### config.mk
export PLATFORM = sky130hd
export DESIGN_NAME = anneal_run_ctrl
export DESIGN_NICKNAME = d
export VERILOG_FILES = /design/src/rtl/anneal_ctrl_pkg.sv /design/src/rtl/key_debounce.sv /design/src/rtl/anneal_run_ctrl.sv
export SDC_FILE = /design/constraint.sdc
export NUM_CORES = 1
export LEC_CHECK = 0
export ABC_CLOCK_PERIOD_IN_PS = 2500
export CORE_ASPECT_RATIO = 0.7
export CORE_MARGIN = 1.5
export CORE_UTILIZATION = 55
export CTS_BUF_LIST = sky130_fd_sc_hd__clkbuf_8
export DETAILED_ROUTE_END_ITERATION = 8
export GPL_TIMING_DRIVEN = 0
export PLACE_DENSITY_LB_ADDON = 0.12
export SLEW_MARGIN = 5
export SYNTH_ARGS = -nofsm -noshare
export SYNTH_HDL_FRONTEND = slang
export SYNTH_HIERARCHICAL = 1
export SYNTH_SLANG_ARGS = --single-unit
### constraint.sdc
create_clock -name clk_clk -period 2.5 [get_ports clk_clk]
set_clock_uncertainty 0.2 [all_clocks]
set_input_delay 0.375 -clock clk_clk [delete_from_list [all_inputs] [get_ports clk_clk]]
set_output_delay 0.375 -clock clk_clk [all_outputs]
set_load 0.02 [all_outputs]
### src/rtl/anneal_ctrl_pkg.sv
// Shared definitions for the annealing run controller: one-hot state encoding,
// KEY indices and the saturating sweep-total increment.
package anneal_ctrl_pkg;

    typedef enum logic [5:0] {
        ST_IDLE     = 6'b000001,
        ST_REQ      = 6'b000010,
        ST_STEP     = 6'b000100,
        ST_PAUSED   = 6'b001000,
        ST_ABORTING = 6'b010000,
        ST_DONE     = 6'b100000
    } state_t;

    localparam int KEY_START = 0;
    localparam int KEY_PAUSE = 1;
    localparam int KEY_ABORT = 2;

    function automatic logic [31:0] sat_inc32(input logic [31:0] v);
        return (v == 32'hFFFF_FFFF) ? v : v + 32'd1;
    endfunction

endpackage

### src/rtl/key_debounce.sv
// Synchronises one active-low pushbutton, debounces it and emits a one-cycle
// pulse when the debounced level turns pressed.
module key_debounce #(
    parameter int DEBOUNCE_CYCLES = 50000
) (
    input  logic clk_clk,
    input  logic reset_reset_n,
    input  logic key_n_raw,
    output logic level,
    output logic press
);
    localparam int CW = $clog2(DEBOUNCE_CYCLES + 1);

    logic          r_sync1;
    logic          r_sync2;
    logic          r_level;
    logic          r_level_d;
    logic          r_press;
    logic [CW-1:0] r_cnt;
    logic          w_pressed;

    assign w_pressed = ~r_sync2;

    // Synchroniser, stability counter and press-edge detector.
    always_ff @(posedge clk_clk or negedge reset_reset_n) begin
        if (!reset_reset_n) begin
            r_sync1   <= 1'b1;
            r_sync2   <= 1'b1;
            r_level   <= 1'b0;
            r_level_d <= 1'b0;
            r_press   <= 1'b0;
            r_cnt     <= '0;
        end else begin
            r_sync1   <= key_n_raw;
            r_sync2   <= r_sync1;
            r_level_d <= r_level;
            r_press   <= r_level & ~r_level_d;
            if (w_pressed != r_level) begin
                if (r_cnt == CW'(DEBOUNCE_CYCLES - 1)) begin
                    r_level <= w_pressed;
                    r_cnt   <= '0;
                end else begin
                    r_cnt <= r_cnt + CW'(1);
                end
            end else begin
                r_cnt <= '0;
            end
        end
    end

    assign level = r_level;
    assign press = r_press;

endmodule

### src/rtl/anneal_run_ctrl.sv
// Sequences one annealing run: KEY commands, sweep req/ack handshake,
// temperature-index stepping and LED/HEX status publishing.
module anneal_run_ctrl
    import anneal_ctrl_pkg::*;
#(
    parameter int DEBOUNCE_CYCLES = 50000,
    parameter int SWEEPS_PER_STEP = 16,
    parameter int NUM_STEPS       = 64,
    parameter int IDX_W           = 6
) (
    input  logic             clk_clk,
    input  logic             reset_reset_n,
    input  logic [3:0]       keys_export,
    output logic             sweep_req,
    input  logic             sweep_ack,
    output logic [IDX_W-1:0] temp_idx,
    output logic             busy,
    output logic             done,
    output logic [9:0]       leds_export,
    output logic [31:0]      hex30_export
);
    localparam int CNT_W = $clog2(SWEEPS_PER_STEP + 1);

    logic [3:0]       w_level;
    logic [3:0]       w_press;
    logic             w_unused;
    logic             w_start;
    logic             w_pause;
    logic             w_abort;
    logic             w_ack;
    logic             w_cnt_full;
    logic             w_last;
    logic [IDX_W:0]   w_idx_step;
    state_t           w_state_nxt;

    state_t           r_state;
    logic [CNT_W-1:0] r_sweep_cnt;
    logic [IDX_W:0]   r_idx;
    logic [IDX_W-1:0] r_temp_idx;
    logic             r_pause_pend;
    logic             r_req;
    logic             r_busy;
    logic             r_done;
    logic [9:0]       r_leds;
    logic [31:0]      r_total;

    for (genvar g = 0; g < 4; g++) begin : g_key
        key_debounce #(.DEBOUNCE_CYCLES(DEBOUNCE_CYCLES)) u_db (
            .clk_clk      (clk_clk),
            .reset_reset_n(reset_reset_n),
            .key_n_raw    (keys_export[g]),
            .level        (w_level[g]),
            .press        (w_press[g])
        );
    end

    assign w_unused   = w_press[3];
    assign w_start    = w_press[KEY_START];
    assign w_pause    = w_press[KEY_PAUSE];
    assign w_abort    = w_press[KEY_ABORT];
    // An ack only means something while a request is outstanding.
    assign w_ack      = sweep_ack & r_req;
    assign w_cnt_full = (r_sweep_cnt == CNT_W'(SWEEPS_PER_STEP));
    assign w_idx_step = r_idx + (IDX_W + 1)'(w_cnt_full);
    assign w_last     = (w_idx_step == (IDX_W + 1)'(NUM_STEPS));

    // Next-state selection; abort outranks pause, which outranks start.
    always_comb begin
        w_state_nxt = r_state;
        case (r_state)
            ST_IDLE, ST_DONE: begin
                if (w_start && !w_abort) w_state_nxt = ST_REQ;
                else                     w_state_nxt = r_state;
            end
            ST_REQ: begin
                if (w_abort)    w_state_nxt = w_ack ? ST_IDLE : ST_ABORTING;
                else if (w_ack) w_state_nxt = ST_STEP;
                else            w_state_nxt = ST_REQ;
            end
            ST_STEP: begin
                if (w_abort)                        w_state_nxt = ST_IDLE;
                else if (w_last)                    w_state_nxt = ST_DONE;
                else if (r_pause_pend || w_pause)   w_state_nxt = ST_PAUSED;
                else                                w_state_nxt = ST_REQ;
            end
            ST_PAUSED: begin
                if (w_abort)      w_state_nxt = ST_IDLE;
                else if (w_pause) w_state_nxt = ST_REQ;
                else              w_state_nxt = ST_PAUSED;
            end
            ST_ABORTING: begin
                if (w_ack) w_state_nxt = ST_IDLE;
                else       w_state_nxt = ST_ABORTING;
            end
            default: w_state_nxt = ST_IDLE;
        endcase
    end

    // State register, counters and registered outputs.
    always_ff @(posedge clk_clk or negedge reset_reset_n) begin
        if (!reset_reset_n) begin
            r_state      <= ST_IDLE;
            r_sweep_cnt  <= '0;
            r_idx        <= '0;
            r_temp_idx   <= '0;
            r_pause_pend <= 1'b0;
            r_req        <= 1'b0;
            r_busy       <= 1'b0;
            r_done       <= 1'b0;
            r_leds       <= 10'h001;
            r_total      <= 32'd0;
        end else begin
            r_state <= w_state_nxt;
            r_req   <= (w_state_nxt == ST_REQ) || (w_state_nxt == ST_ABORTING);
            r_busy  <= (w_state_nxt != ST_IDLE) && (w_state_nxt != ST_DONE);
            r_leds  <= {w_level, 6'(w_state_nxt)};
            case (r_state)
                ST_IDLE, ST_DONE: begin
                    if (w_state_nxt == ST_REQ) begin
                        r_sweep_cnt  <= '0;
                        r_idx        <= '0;
                        r_temp_idx   <= '0;
                        r_total      <= 32'd0;
                        r_done       <= 1'b0;
                        r_pause_pend <= 1'b0;
                    end
                end
                ST_REQ: begin
                    if (w_abort)      r_pause_pend <= 1'b0;
                    else if (w_pause) r_pause_pend <= 1'b1;
                    if (w_ack && !w_abort) begin
                        r_total     <= sat_inc32(r_total);
                        r_sweep_cnt <= r_sweep_cnt + CNT_W'(1);
                    end
                    if (w_ack && w_abort) begin
                        r_idx      <= '0;
                        r_temp_idx <= '0;
                    end
                end
                ST_STEP: begin
                    if (w_abort) begin
                        r_idx        <= '0;
                        r_temp_idx   <= '0;
                        r_pause_pend <= 1'b0;
                    end else begin
                        if (w_cnt_full) r_sweep_cnt <= '0;
                        r_idx <= w_idx_step;
                        if (w_last) begin
                            r_done     <= 1'b1;
                            r_temp_idx <= IDX_W'(NUM_STEPS - 1);
                        end else begin
                            r_temp_idx <= w_idx_step[IDX_W-1:0];
                        end
                        if (w_state_nxt == ST_PAUSED) r_pause_pend <= 1'b0;
                    end
                end
                ST_PAUSED, ST_ABORTING: begin
                    if (w_state_nxt == ST_IDLE) begin
                        r_idx      <= '0;
                        r_temp_idx <= '0;
                    end
                end
                default: ;
            endcase
        end
    end

    assign sweep_req    = r_req;
    assign temp_idx     = r_temp_idx;
    assign busy         = r_busy;
    assign done         = r_done;
    assign leds_export  = r_leds;
    assign hex30_export = r_total;

endmodule

# Word level (Yosys, flattened, before mapping)
# Index checks and enable logic that the tools add are counted.
[word_totals] elab_cells=152 inputBits=7 regBits=152 output_inout_bits=51
[classes] n_mux=47 reduce_logical=22 eq_ne=33 n_addsub=7 bitwise_logic=11
[ops] op="16-bit two-way mux" count=8
[ops] op="32-bit two-way mux" count=3
[ops] op="16-bit by 1-bit adder with 16-bit output (second input constant)" count=4
[ops] op="16-bit equality test (second input constant)" count=4
[ops] op="32-bit one-hot mux with 2 select lines" count=1
[ops] op="6-bit two-way mux" count=8
[ops] op="32-bit by 1-bit adder with 32-bit output (second input constant)" count=1
[ops] op="32-bit equality test (second input constant)" count=1
[ops] op="5-bit two-way mux" count=6
[ops] op="6-bit one-hot mux with 5 select lines" count=1
[ops] op="7-bit two-way mux" count=4
[ops] op="7-bit one-hot mux with 4 select lines" count=1
[ops] op="6-bit one-hot mux with 4 select lines" count=1
[ops] op="2-bit != test (second input constant)" count=8
[ops] op="4-bit AND reduction" count=4
[ops] op="5-bit one-hot mux with 3 select lines" count=1
[ops] op="6-bit by 1-bit equality test with 1-bit output (second input constant)" count=2
[ops] op="6-bit by 2-bit equality test with 1-bit output (second input constant)" count=2
[ops] op="6-bit by 4-bit equality test with 1-bit output (second input constant)" count=2
[ops] op="6-bit by 5-bit equality test with 1-bit output (second input constant)" count=2
[ops] op="4-bit two-way mux" count=3
[ops] op="2-bit AND reduction" count=4
[ops] op="7-bit by 1-bit adder with 7-bit output" count=1
[ops] op="7-bit equality test (second input constant)" count=1
[ops] op="other kinds (23)" count=47

# Depth between registers and ports, before layout
[depth] word_depth=10 depth_mapped=11 mapped_depth_nobuf=10

# Modules after synthesis
# Netlist, hierarchy kept.
[by_module_without_submodules] module="anneal_run_ctrl" area_each_um2=3716.1 cells_per_inst=408 instances=1 seq_area_each_um2=1602.8
[by_module_without_submodules] module="key_debounce (g_key[0].u_db ...)" area_each_um2=994.7 cells_per_inst=87 instances=3 seq_area_each_um2=528.0
[by_module_without_submodules] module="key_debounce (g_key[3].u_db)" area_each_um2=953.4 cells_per_inst=89 instances=1 seq_area_each_um2=528.0

# Worst setup path before layout
# OpenSTA, ideal clock, no wires.
[synth_path] path_kind="flip-flop to flip-flop" start="reg r_sweep_cnt[0]" end="reg r_pause_pend" path_stages_with_launch=11 arrival_ns=2.408 required_time_ns=2.174 setup_slack_ns=-0.234 synth_period_minus_slack_ns=2.734 n_path_buf=1 setup_ns=0.126 cell_sequence="dfrtp_1 > inv_1 > ha_1 > nor4bb_1 > ha_1 > ha_1 > clkbuf_1 > nor3_1 > o221ai_1 > nor2_2 > o32a_1"
[synth_between] elab_chain_len=9 word_cells_on_any_way=11 cone_classes="add/sub: 1; eq/ne: 6; mux: 3; reduce/logical: 1"
[synth_lines] item="start, declared" line_no="anneal_run_ctrl.sv:37" text="logic [CNT_W-1:0] r_sweep_cnt;"
[synth_lines] item="start signal, assigned" line_no="anneal_run_ctrl.sv:133" text="r_sweep_cnt <= r_sweep_cnt + CNT_W'(1);"
[synth_lines] item="5-bit equality test (*)" line_no="anneal_run_ctrl.sv:63" text="assign w_cnt_full = (r_sweep_cnt == CNT_W'(SWEEPS_PER_STEP));"
[synth_lines] item="7-bit by 1-bit adder with 7-bit output (*)" line_no="anneal_run_ctrl.sv:64" text="assign w_idx_step = r_idx + (IDX_W + 1)'(w_cnt_full);"
[synth_lines] item="7-bit equality test (*)" line_no="anneal_run_ctrl.sv:65" text="assign w_last = (w_idx_step == (IDX_W + 1)'(NUM_STEPS));"
[synth_lines] item="6-bit two-way mux (*)" line_no="anneal_run_ctrl.sv:82" text="else if (w_last) w_state_nxt = ST_DONE;"
[synth_lines] item="6-bit two-way mux (*)" line_no="anneal_run_ctrl.sv:81" text="if (w_abort) w_state_nxt = ST_IDLE;"
[synth_lines] item="6-bit one-hot mux with 5 select lines (*)" line_no="anneal_run_ctrl.sv:70" text="case (r_state)"
[synth_lines] item="6-bit by 4-bit equality test with 1-bit output / 6-bit by 2-bit equality test with 1-bit output (equally long branches)" line_no="anneal_run_ctrl.sv:154, anneal_run_ctrl.sv:119"
[synth_lines] item="3-bit by 2-bit != test with 1-bit output (no line) / 2-bit != test (equally long branches)"
[synth_lines] item="4-bit AND reduction (no line) (*)"
[synth_lines] item="end signal, assigned" line_no="anneal_run_ctrl.sv:106" text="r_pause_pend <= 1'b0;"
[synth_lines] item="end signal, assigned" line_no="anneal_run_ctrl.sv:144" text="r_pause_pend <= 1'b0;"
[synth_lines] item="end signal, assigned" line_no="anneal_run_ctrl.sv:154" text="if (w_state_nxt == ST_PAUSED) r_pause_pend <= 1'b0;"
[synth_lines] item="end, declared" line_no="anneal_run_ctrl.sv:40" text="logic r_pause_pend;"
# Every way passes the cells marked *; elsewhere a longest branch is shown, timed or not.
# A chain may end at the register's enable or synchronous reset.

# Final worst setup path
[layout_path] start="reg r_sweep_cnt[3]" end="reg r_temp_idx[1], in the netlist temp_idx[1]"
[layout_between] elab_chain_len=9 word_cells_on_any_way=14 cone_classes="add/sub: 1; eq/ne: 6; mux: 6; reduce/logical: 1"
[layout_lines] item="5-bit equality test (*)" line_no="anneal_run_ctrl.sv:63"
[layout_lines] item="7-bit by 1-bit adder with 7-bit output (*)" line_no="anneal_run_ctrl.sv:64"
[layout_lines] item="7-bit equality test" line_no="anneal_run_ctrl.sv:65"
[layout_lines] item="6-bit two-way mux" line_no="anneal_run_ctrl.sv:82"
[layout_lines] item="6-bit two-way mux" line_no="anneal_run_ctrl.sv:81"
[layout_lines] item="6-bit one-hot mux with 5 select lines" line_no="anneal_run_ctrl.sv:70"
[layout_lines] item="6-bit by 1-bit equality test with 1-bit output / 6-bit by 2-bit equality test with 1-bit output (equally long branches)" line_no="anneal_run_ctrl.sv:158, anneal_run_ctrl.sv:119"
[layout_lines] item="2-bit != test (no line)"
[layout_lines] item="4-bit AND reduction (no line)"
[layout_lines] item="end signal, assigned" line_no="anneal_run_ctrl.sv:150" text="r_temp_idx <= IDX_W'(NUM_STEPS - 1);"
[layout_lines] item="end signal, assigned" line_no="anneal_run_ctrl.sv:152" text="r_temp_idx <= w_idx_step[IDX_W-1:0];"
[layout_lines] item="end, declared" line_no="anneal_run_ctrl.sv:39" text="logic [IDX_W-1:0] r_temp_idx;"
# Marks and branches as above.

==> impl_metrics.json <==
{
  "reg2reg_depth": 9,
  "grt_max_degree": 83,
  "relSlewSlack_pct": 52.17,
  "critPathTopFamily": "compound AO/OA/AOI/OAI gates",
  "cpPeakStageDelay_ns": 0.48,
  "drive_gt1_share_pct": 23.81,
  "first_iter_violations": 693,
  "cts_buffers": 17,
  "port_buffers": 57,
  "finalSetupViolCount": 17,
  "p_leak_nw": 3.967,
  "htreeDepth": 4,
  "max_slew.worst_pin.slew_ns": 0.7120,
  "failed_checks": "setup timing",
  "finalNetCount": 885,
  "fin_tns_setup_ns": -1.464,
  "start_util_pct": 57.09,
  "cts_tree": "built",
  "avgSynthCellArea_um2": 10.07,
  "slowest_stage": "dfrtp_1",
  "max_freq_mhz": 374.7,
  "ys_warn_count": 6,
  "finish.utilization_pct": 72.42,
  "firstDrtPassIters": 6,
  "ioPinCount": 58,
  "drtAntennaViolNets": 0,
  "p_per_area_nw_per_um2": 471.3,
  "dieArea_um2": 14540,
  "rows": 35,
  "fin_crit_ns": 2.669,
  "synth_fp_nets": 771,
  "fin_ws_ns": -0.1691,
  "min_path_cells": 1,
  "wl_per_cell_um": 17.63,
  "cts_buffer_depth": 2,
  "timing.final.crit_share_pct": 106.8,
  "required_ns": 2.64,
  "antenna_found_initial": 0,
  "hold_slack_ns": 0.1173,
  "crit_buf_inv": 2,
  "maxCapViolCount": 0,
  "finalHoldViolCount": 0,
  "cp-start-kind": "flip-flop",
  "die_w_um": 143.5,
  "post-dp-hpwl_um": 11760,
  "gp_congestion": 0.8844,
  "hp-class": "primary input to flip-flop",
  "cp.arrival_ns": 2.80,
  "cp.depth": 9,
  "routed_via_density": 6.085,
  "slew_viol_final": 0,
  "rsz0062_at_grt": "yes",
  "drc": 0,
  "cts_root_buf": "clkbuf_8",
  "clk_pin_slew_worst_paths_ns": 0.09,
  "die_h_um": 101.4,
  "final_area_um2": 9642,
  "syn_to_final_growth_pct": 26.87,
  "crit_path_max_fanout": 8,
  "crit_type": "flip-flop to flip-flop",
  "grtUsageTotal_pct": 26.16,
  "overflow": 0,
  "vdd_drop_max_uv": 345.0,
  "outcome": "complete, but fails checks",
  "synth_area_um2": 7600,
  "core_um2": 13310,
  "grt_pass1_vias": 6078,
  "synth_cells": 755,
  "clk-insertion-delay-late_ns": 0.45,
  "wl_um": 18810,
  "dpl_cell_area_um2": 8456,
  "end_kind": "flip-flop",
  "path_cells": "nor4bb_4 > ha_2 > ha_4 > buf_4 > nor3_2 > o221ai_4 > buf_6 > nand2b_1 > a22o_1",
  "num_vias": 6493,
  "grt_pass1_wl_um": 29960,
  "cts_num_sinks": 146,
  "insertedDiodeCount": 0,
  "fin_total_pwr_mw": 4.544
}
[metrics by stage]
step / std cells / setup slack [ns]
after floorplan: 755 / -0.002436
after global placement: 997 / -5.329
after detailed placement: 998 / -0.7030
after CTS: 1043 / -0.1570
after global routing: 1067 / -0.2731
final: 1067 / -0.1691
[layer usage]
| layer | routed length [um] | share of wire, % | vias up | track usage (%) |
|---|---|---|---|---|
| li1 | - | - | 2969 | - |
| met1 | 8278 | 44 | 3186 | 37.33 |
| met2 | 8864 | 47 | 279 | 40.64 |
| met3 | 1186 | 6.3 | 59 | 4.965 |
| met4 | 484 | 2.6 | 0 | 8.556 |
| met5 | 0 | 0 | - | 0 |
[sequential cells by signal, summed over array words and instances, names as in the netlist, 3 cells and up]
| signal | cells |
|---|---|
| g_key.u_db/press | 3 |
| r_idx | 7 |
| r_sweep_cnt | 5 |
| g_key.u_db/r_level_d | 3 |
| g_key.u_db/r_sync2 | 4 |
| g_key.u_db/level | 4 |
| hex30_export | 32 |
| leds_export | 10 |
| g_key.u_db/r_sync1 | 4 |
| g_key.u_db/r_cnt | 64 |
| temp_idx | 6 |
[worst paths after layout]
kind	start	endpoint	slack, ns
setup / recovery	r_sweep_cnt[3]$_DFFE_PN0P_	temp_idx[1]$_DFFE_PN0P_	-0.17
hold / removal	keys_export[1]	g_key[1].u_db/r_sync1$_DFF_PN1_	0.12
setup reg to reg	r_sweep_cnt[3]$_DFFE_PN0P_	temp_idx[1]$_DFFE_PN0P_	-0.17
hold reg to reg	g_key[2].u_db/r_sync1$_DFF_PN1_	g_key[2].u_db/r_sync2$_DFF_PN1_	0.16
max in group asynchronous	reset_reset_n	g_key[2].u_db/r_sync2$_DFF_PN1_	0.99
min in group asynchronous	reset_reset_n	temp_idx[2]$_DFFE_PN0P_	0.28
[cell usage in the layout, fill, tap and decap left out, types with 18 or more instances in the layout]
cell type,n
o31ai_1,25
nand4_1,19
nand2_1,44
inv_1,18
clkdlybuf4s50_1,56
dfrtp_1,131
nor2_1,88
xnor2_1,54
nor3_1,23
buf_6,19
buf_4,33
nand3_1,44
[area by class of cell]
type | instances | area (um2)
sequential | 146 | 3672
clock inverter | 15 | 195.2
multi-input combinational | 557 | 4013
buffer | 30 | 265.3
inverter | 19 | 71.32
clock buffer | 17 | 234.0
timing repair buffer | 98 | 959.7
tap | 185 | 231.5
fill | 959 | 3671
[power breakdown]
| group | total, mW | internal, mW | switching (mW) |
|---|---|---|---|
| combinational | 0.115 | 0.0381 | 0.0766 |
| sequential | 2.41 | 2.39 | 0.0225 |
| clock | 2.02 | 1.02 | 0.998 |
[what timing repair did]
action,4_1_cts,5_1_grt
setup endpoints to repair,52,54
cloned,0,2
endpoints found under the hold margin,63,0
setup buffers,14,23
resized for setup,34,88
pin swaps,11,19
hold buffers,1,0
Power figures use the tool's default switching activity.
